<file path="src/rtl/mac_accumulator.sv">
// Burst multiply-accumulate back end: sums LEN signed products from the array
// multiplier and hands out one saturated result per burst over valid/ready.
module mac_accumulator #(
    parameter int PROD_W = 64,
    parameter int GUARD  = 8,
    parameter int OUT_W  = 64,
    parameter int CNT_W  = 16
) (
    input  logic              clk,
    input  logic              rst_n,
    input  logic              start,
    input  logic [CNT_W-1:0]  len,
    input  logic              in_valid,
    output logic              in_ready,
    input  logic [PROD_W-1:0] in_prod,
    output logic              out_valid,
    input  logic              out_ready,
    output logic [OUT_W-1:0]  out_data,
    output logic              out_sat,
    output logic              busy,
    output logic [CNT_W-1:0]  count
);

    localparam int ACC_W = PROD_W + GUARD;
    localparam int TOP_W = ACC_W - OUT_W + 1;

    typedef enum logic [1:0] {S_IDLE, S_ACC, S_OUT} state_t;

    state_t            state_reg;
    logic [ACC_W-1:0]  acc_reg;
    logic [ACC_W-1:0]  acc_next;
    logic [CNT_W-1:0]  remaining_reg;
    logic [CNT_W-1:0]  count_reg;
    logic [OUT_W-1:0]  data_reg;
    logic              sat_reg;
    logic              in_ready_reg;
    logic              out_valid_reg;
    logic              busy_reg;
    logic              beat;
    logic [TOP_W-1:0]  acc_top;
    logic [OUT_W-1:0]  sat_data;
    logic              sat_flag;

    assign beat = in_valid & in_ready_reg;

    // Bits above the output sign position must all match the sign for the
    // sum to fit; otherwise clamp toward the sign of the full accumulator.
    always_comb begin
        acc_next = acc_reg + {{GUARD{in_prod[PROD_W-1]}}, in_prod};
        acc_top  = acc_next[ACC_W-1:OUT_W-1];
        sat_flag = 1'b0;
        sat_data = acc_next[OUT_W-1:0];
        if (!((&acc_top) || (~|acc_top))) begin
            sat_flag = 1'b1;
            if (acc_next[ACC_W-1])
                sat_data = {1'b1, {(OUT_W-1){1'b0}}};
            else
                sat_data = {1'b0, {(OUT_W-1){1'b1}}};
        end
    end

    always_ff @(posedge clk) begin
        if (!rst_n) begin
            state_reg     <= S_IDLE;
            acc_reg       <= '0;
            remaining_reg <= '0;
            count_reg     <= '0;
            data_reg      <= '0;
            sat_reg       <= 1'b0;
            in_ready_reg  <= 1'b0;
            out_valid_reg <= 1'b0;
            busy_reg      <= 1'b0;
        end else begin
            case (state_reg)
                S_IDLE: begin
                    if (start) begin
                        acc_reg   <= '0;
                        count_reg <= '0;
                        busy_reg  <= 1'b1;
                        if (len != '0) begin
                            remaining_reg <= len;
                            in_ready_reg  <= 1'b1;
                            state_reg     <= S_ACC;
                        end else begin
                            data_reg      <= '0;
                            sat_reg       <= 1'b0;
                            out_valid_reg <= 1'b1;
                            state_reg     <= S_OUT;
                        end
                    end
                end
                S_ACC: begin
                    if (beat) begin
                        acc_reg       <= acc_next;
                        count_reg     <= count_reg + CNT_W'(1);
                        remaining_reg <= remaining_reg - CNT_W'(1);
                        // Final beat: capture the clamped sum directly so the
                        // result is valid one cycle after the last product.
                        if (remaining_reg == CNT_W'(1)) begin
                            data_reg      <= sat_data;
                            sat_reg       <= sat_flag;
                            in_ready_reg  <= 1'b0;
                            out_valid_reg <= 1'b1;
                            state_reg     <= S_OUT;
                        end
                    end
                end
                S_OUT: begin
                    if (out_ready) begin
                        out_valid_reg <= 1'b0;
                        busy_reg      <= 1'b0;
                        state_reg     <= S_IDLE;
                    end
                end
                default: begin
                    state_reg     <= S_IDLE;
                    in_ready_reg  <= 1'b0;
                    out_valid_reg <= 1'b0;
                    busy_reg      <= 1'b0;
                end
            endcase
        end
    end

    assign in_ready  = in_ready_reg;
    assign out_valid = out_valid_reg;
    assign out_data  = data_reg;
    assign out_sat   = sat_reg;
    assign busy      = busy_reg;
    assign count     = count_reg;

endmodule

</file>
<file path="config.mk">
export PLATFORM = sky130hd
export DESIGN_NAME = mac_accumulator
export DESIGN_NICKNAME = d
export VERILOG_FILES = /design/src/rtl/mac_accumulator.sv
export SDC_FILE = /design/constraint.sdc
export NUM_CORES = 1
export LEC_CHECK = 0
export BUFFER_PORTS_ARGS = -buffer_cell sky130_fd_sc_hd__clkbuf_2
export CORE_MARGIN = 2
export CORE_UTILIZATION = 53
export CTS_CLUSTER_DIAMETER = 100
export DETAILED_ROUTE_END_ITERATION = 12
export GPL_ROUTABILITY_DRIVEN = 1
export PLACE_DENSITY = 0.84
export SLEW_MARGIN = 20
export SYNTH_ARGS = -nofsm -noshare
export SYNTH_HDL_FRONTEND = slang
export SYNTH_SLANG_ARGS = --single-unit
</file>
<file path="constraint.sdc">
create_clock -name clk -period 3.3 [get_ports clk]
set_input_delay 0.165 -clock clk [delete_from_list [all_inputs] [get_ports clk]]
set_output_delay 0.165 -clock clk [all_outputs]
set_load 0.05 [all_outputs]
</file>
==> flow_results.org <==
** Run
- Count of maximum capacitance violations :: 0

** Timing
- Across all setup checks in the final design, the least slack found is -0.3566 ns.
- Fmax achieved :: 273.5 MHz
- Pin slew with the least headroom to its limit :: 1.095 ns
- Setup violations remaining at the end of the flow were counted as 70.
- Relative slew slack :: a little over a quarter
- The count of final max-slew check failures is 0.
- Min Tclk post-route :: between 3 and 4 ns
- Final Skew :: between 0.02 and 0.025 ns
- Total negative setup slack :: -20.23 ns
- Dividing the final minimum period by the clock period gives 110.8%.
- Final Hold Violating Endpoints :: 0
- Setup repair after global routing could not meet its margin everywhere.

** Power
- The design draws ~5600 uW.
- Summed over all cells, the static leakage comes to between 0.006 and 0.007 uW.
- Dividing total power by cell area gives a power density of around 350 nW/um2.
- Worst VDD drop :: between 0.0002 and 0.0003 V

** CTS
- Root cell of the clock tree :: sky130_fd_sc_hd__clkbuf_16
- TritonCTS built the clock tree.
- Clock latency of the later-clocked register in the worst-skew pair :: about 0.44 ns
- Clock-pin slew was measured on the worst setup and hold paths at about 0.070 ns.
- Maximum buffer depth of the clock tree :: 2
- Hold repair after CTS inserted 0 buffers.
- CTS HTree Levels :: 4
- TritonCTS buffer count :: 17
- # clock sinks :: between 150 and 200

** Final layout
- Once layout is complete, the utilization of the core stands at 73.30%.
- Flip-flop count of the largest register, all copies and words added :: 72
- Post-synthesis to final-layout area growth :: 37.06%
- Ant. Diodes :: 0
- At the end of the flow, the number of nets in the layout was 2122.
- Ratio of cells with drive above 1 in the final layout :: between 30 and 40%
- Number of fillers in the final layout :: approximately 1600
- The count of cells in the finished layout, fillers not included, comes to 2254.

** Synthesis
- Share of flip-flops with an asynchronous set or reset after synthesis :: 0%
- Proportion of synthesized chip area in sequential cells :: between 30% and 40%
- The synthesized design contains 0 enable-type register cells.
- Post-synthesis instance total :: approximately 1600
- The most used flip-flop cell after synthesis is sky130_fd_sc_hd__dfxtp_1.
- Number of distinct library cells after synthesis :: between 70 and 80
- After synthesis, the mean cell area works out to ~7.4 um2.
- The Yosys step of the flow raised 0 warnings.
- When the netlist entered floorplanning its net count stood at 1733.
- Number of flip-flops and latches in the synthesized netlist :: ~170
- The mapped netlist covers between 10000 and 15000 um2.

** Die
- Number of top-level pins :: approximately 170
- The floorplan step defined a die boundary enclosing 23020 um2.
- Placeable Area :: 21620 um2
- Die width :: between 150 and 200 um
- Total number of placement rows :: 54
- The floorplan step set the die height to 151.7 um.
- Starting utilization of the core area :: a little over half

** Place
- Port buffer count :: 168
- After legalization and detailed placement, the total HPWL measured between 30 and 40 mm.
- The congestion estimate from routability-driven global placement came to roughly 0.99.
- At the placement stage, the worst setup path has a slack of -0.3794 ns.
- Cells after DPL :: between 2000 and 2500

** GRT
- Remaining Overflow, GRT :: 0
- Vias in the first global route :: 12714
- Initial antenna violation count :: 0
- Entering global routing, the biggest net connects 112 pins.
- Total routing resource utilization after global routing :: about a third
- The first global-routing pass estimated ~63 mm of wire.

** Detailed routing
- The first routing iteration left between 1000 and 1500 violations.
- Wire length reported by the detailed router :: 42.63 mm
- For this run, design rule violations remaining after detail routing come to 0.
- Dividing the detail-routed via count by the number of cells gives slightly above 6.
- Iteration count of the initial detailed-routing pass :: 6
- Via count :: roughly 14000
- In this run the remaining antenna-violating nets after routing total 0.
- Wirelength per Cell :: around 19 um

** Setup path
- The worst setup path is launched from a register.
- Largest fanout on the critical path :: 8
- The worst setup path is captured at a register.
- The setup path with the least slack is of type register to register.
- Data arrives at the worst endpoint at approximately 4.0 ns.
- Worst endpoint required time :: between 3 and 4 ns

** Min path
- The path class of the tightest hold or removal check is input port to register.

** Run status
- Status :: finished, violations left
- Violations in the final reports :: negative setup slack
## layout make-up
cell class                 instances  area, um2  area share, %
clock buffer                      18      429.2          2.708
inverter                          19      71.32         0.4500
multi-input combinational       1289       8155          51.46
tap                              280      350.3          2.210
timing repair buffer             461       3206          20.23
clock inverter                    13      152.6         0.9631
sequential                       174       3485          21.99
## cell usage after synthesis, types with 6 or more instances
library cell	count	share of area, %
sky130_fd_sc_hd__a211oi_1	16	1.0
sky130_fd_sc_hd__nor2_1	186	6.0
sky130_fd_sc_hd__nand3_1	56	2.4
sky130_fd_sc_hd__a31oi_1	10	0.54
sky130_fd_sc_hd__nor3_1	26	1.1
sky130_fd_sc_hd__clkbuf_1	72	2.3
sky130_fd_sc_hd__dfxtp_1	174	30
sky130_fd_sc_hd__and3_1	12	0.65
sky130_fd_sc_hd__a21oi_1	237	10
sky130_fd_sc_hd__a221oi_1	7	0.53
sky130_fd_sc_hd__o31ai_1	6	0.39
sky130_fd_sc_hd__inv_1	19	0.62
sky130_fd_sc_hd__o211ai_1	9	0.58
sky130_fd_sc_hd__a21o_1	18	1.2
sky130_fd_sc_hd__a21boi_0	7	0.45
sky130_fd_sc_hd__a221o_1	7	0.61
sky130_fd_sc_hd__o21ai_0	82	3.5
sky130_fd_sc_hd__o21a_1	22	1.4
sky130_fd_sc_hd__nand4_1	32	1.7
sky130_fd_sc_hd__a22oi_1	15	0.97
sky130_fd_sc_hd__or3_1	9	0.49
sky130_fd_sc_hd__xnor2_1	33	2.5
sky130_fd_sc_hd__ha_1	74	8.0
sky130_fd_sc_hd__nor4_1	13	0.70
sky130_fd_sc_hd__xor2_1	42	3.2
sky130_fd_sc_hd__o21ai_1	73	3.2
sky130_fd_sc_hd__nor2b_1	8	0.43
sky130_fd_sc_hd__and2_1	6	0.32
sky130_fd_sc_hd__nand2_1	199	6.5
sky130_fd_sc_hd__and4_1	8	0.61
## placed cells by master, fill, tap and decap left out, types with 7 or more instances in the layout
cell type / Yosys / final
sky130_fd_sc_hd__buf_4: 5 / 274
sky130_fd_sc_hd__a21oi_1: 237 / 209
sky130_fd_sc_hd__nand2_1: 199 / 198
sky130_fd_sc_hd__nor2_1: 186 / 182
sky130_fd_sc_hd__dfxtp_1: 174 / 173
sky130_fd_sc_hd__clkbuf_2: 0 / 168
sky130_fd_sc_hd__o21ai_0: 82 / 74
sky130_fd_sc_hd__ha_1: 74 / 71
sky130_fd_sc_hd__nand3_1: 56 / 55
sky130_fd_sc_hd__o21ai_1: 73 / 50
sky130_fd_sc_hd__xor2_1: 42 / 41
sky130_fd_sc_hd__nand4_1: 32 / 32
sky130_fd_sc_hd__xnor2_1: 33 / 30
sky130_fd_sc_hd__o21ai_2: 1 / 29
sky130_fd_sc_hd__a21oi_2: 0 / 26
sky130_fd_sc_hd__nor3_1: 26 / 23
sky130_fd_sc_hd__o21a_1: 22 / 22
sky130_fd_sc_hd__clkbuf_16: 0 / 20
sky130_fd_sc_hd__inv_1: 19 / 17
sky130_fd_sc_hd__a21o_1: 18 / 16
sky130_fd_sc_hd__a22oi_1: 15 / 15
sky130_fd_sc_hd__a211oi_1: 16 / 13
sky130_fd_sc_hd__and3_1: 12 / 11
sky130_fd_sc_hd__nor4_1: 13 / 10
sky130_fd_sc_hd__buf_6: 5 / 10
sky130_fd_sc_hd__or3_1: 9 / 9
sky130_fd_sc_hd__o211ai_1: 9 / 9
sky130_fd_sc_hd__and4_1: 8 / 8
sky130_fd_sc_hd__a31oi_1: 10 / 8
sky130_fd_sc_hd__nor2b_1: 8 / 7
sky130_fd_sc_hd__a221o_1: 7 / 7
sky130_fd_sc_hd__a221oi_1: 7 / 7
sky130_fd_sc_hd__inv_6: 0 / 7
## worst paths after layout
check                           startpoint                       endpoint  slack (ns)  cells after the start
setup reg to reg   acc_reg[0]$_SDFFE_PN0P_      out_data[44]$_SDFFE_PN0P_       -0.36                     17
setup / recovery   acc_reg[0]$_SDFFE_PN0P_      out_data[44]$_SDFFE_PN0P_       -0.36                     17
hold / removal                      len[0]  remaining_reg[0]$_SDFFE_PN0P_        0.03                      3
hold reg to reg   out_data[0]$_SDFFE_PN0P_       out_data[0]$_SDFFE_PN0P_        0.47                      2
## routing by layer
metal	global-route usage [%]	up-vias	part of all wire, %
met2	56.15	797	46
met5	0	-	0
met4	13.52	0	3.8
met3	7.395	143	10
met1	45.42	6410	40
li1	-	6495	-
## cells by family (layout without fill, tap and decap cells)
family | Yosys count | in the layout | share of synthesized area [%]
AO/OA/AOI/OAI | 555 | 555 | 28.67
XOR/XNOR | 75 | 75 | 5.681
multiplexers | 3 | 3 | 0.2705
AND/OR/NAND/NOR | 581 | 581 | 22.96
buffers and inverters | 110 | 511 | 4.112
flip-flops | 174 | 174 | 30.12
adder cells (fa/ha/maj) | 75 | 75 | 8.180
## power by group
| part | internal, uW | leakage, uW | switching [uW] |
|---|---|---|---|
| combinational | 542 | 0.00522 | 790 |
| clock | 1130 | 0.000281 | 958 |
| sequential | 2150 | 0.00141 | 43.6 |
| total | 3830 | 0.00691 | 1790 |
## metrics by stage
step / hold WS [ns] / cell area, um2
5_1_grt: 0.03994 / 15850
4_1_cts: 0.02221 / 15250
3_5_place_dp: 0.4465 / 14470
2_1_floorplan: 0.3169 / 11580
3_3_place_gp: 0.4313 / 14470
6_report: 0.03467 / 15850
## critical path: stages (launching register included)
cell and delay (ns):
sky130_fd_sc_hd__dfxtp_2 0.34, sky130_fd_sc_hd__ha_4 0.16, sky130_fd_sc_hd__fa_2 0.38, sky130_fd_sc_hd__a21o_4 0.25
sky130_fd_sc_hd__a221oi_4 0.26, sky130_fd_sc_hd__buf_6 0.15, sky130_fd_sc_hd__o21ai_4 0.06, sky130_fd_sc_hd__buf_4 0.15
sky130_fd_sc_hd__nor4bb_1 0.14, sky130_fd_sc_hd__nor3_2 0.23, sky130_fd_sc_hd__o21a_1 0.20, sky130_fd_sc_hd__o211a_1 0.18
sky130_fd_sc_hd__nand4_1 0.16, sky130_fd_sc_hd__o31ai_4 0.28, sky130_fd_sc_hd__nand3_4 0.14, sky130_fd_sc_hd__buf_12 0.19
sky130_fd_sc_hd__buf_12 0.15, sky130_fd_sc_hd__o21ai_1 0.16
## timing repair
action	4_1_cts	5_1_grt
pin swaps	12	49
resized for setup	29	99
cloned	0	4
hold endpoints to repair	0	0
endpoints found under the setup margin	73	90
setup buffers	10	12
(Power assumes the default switching activity.)
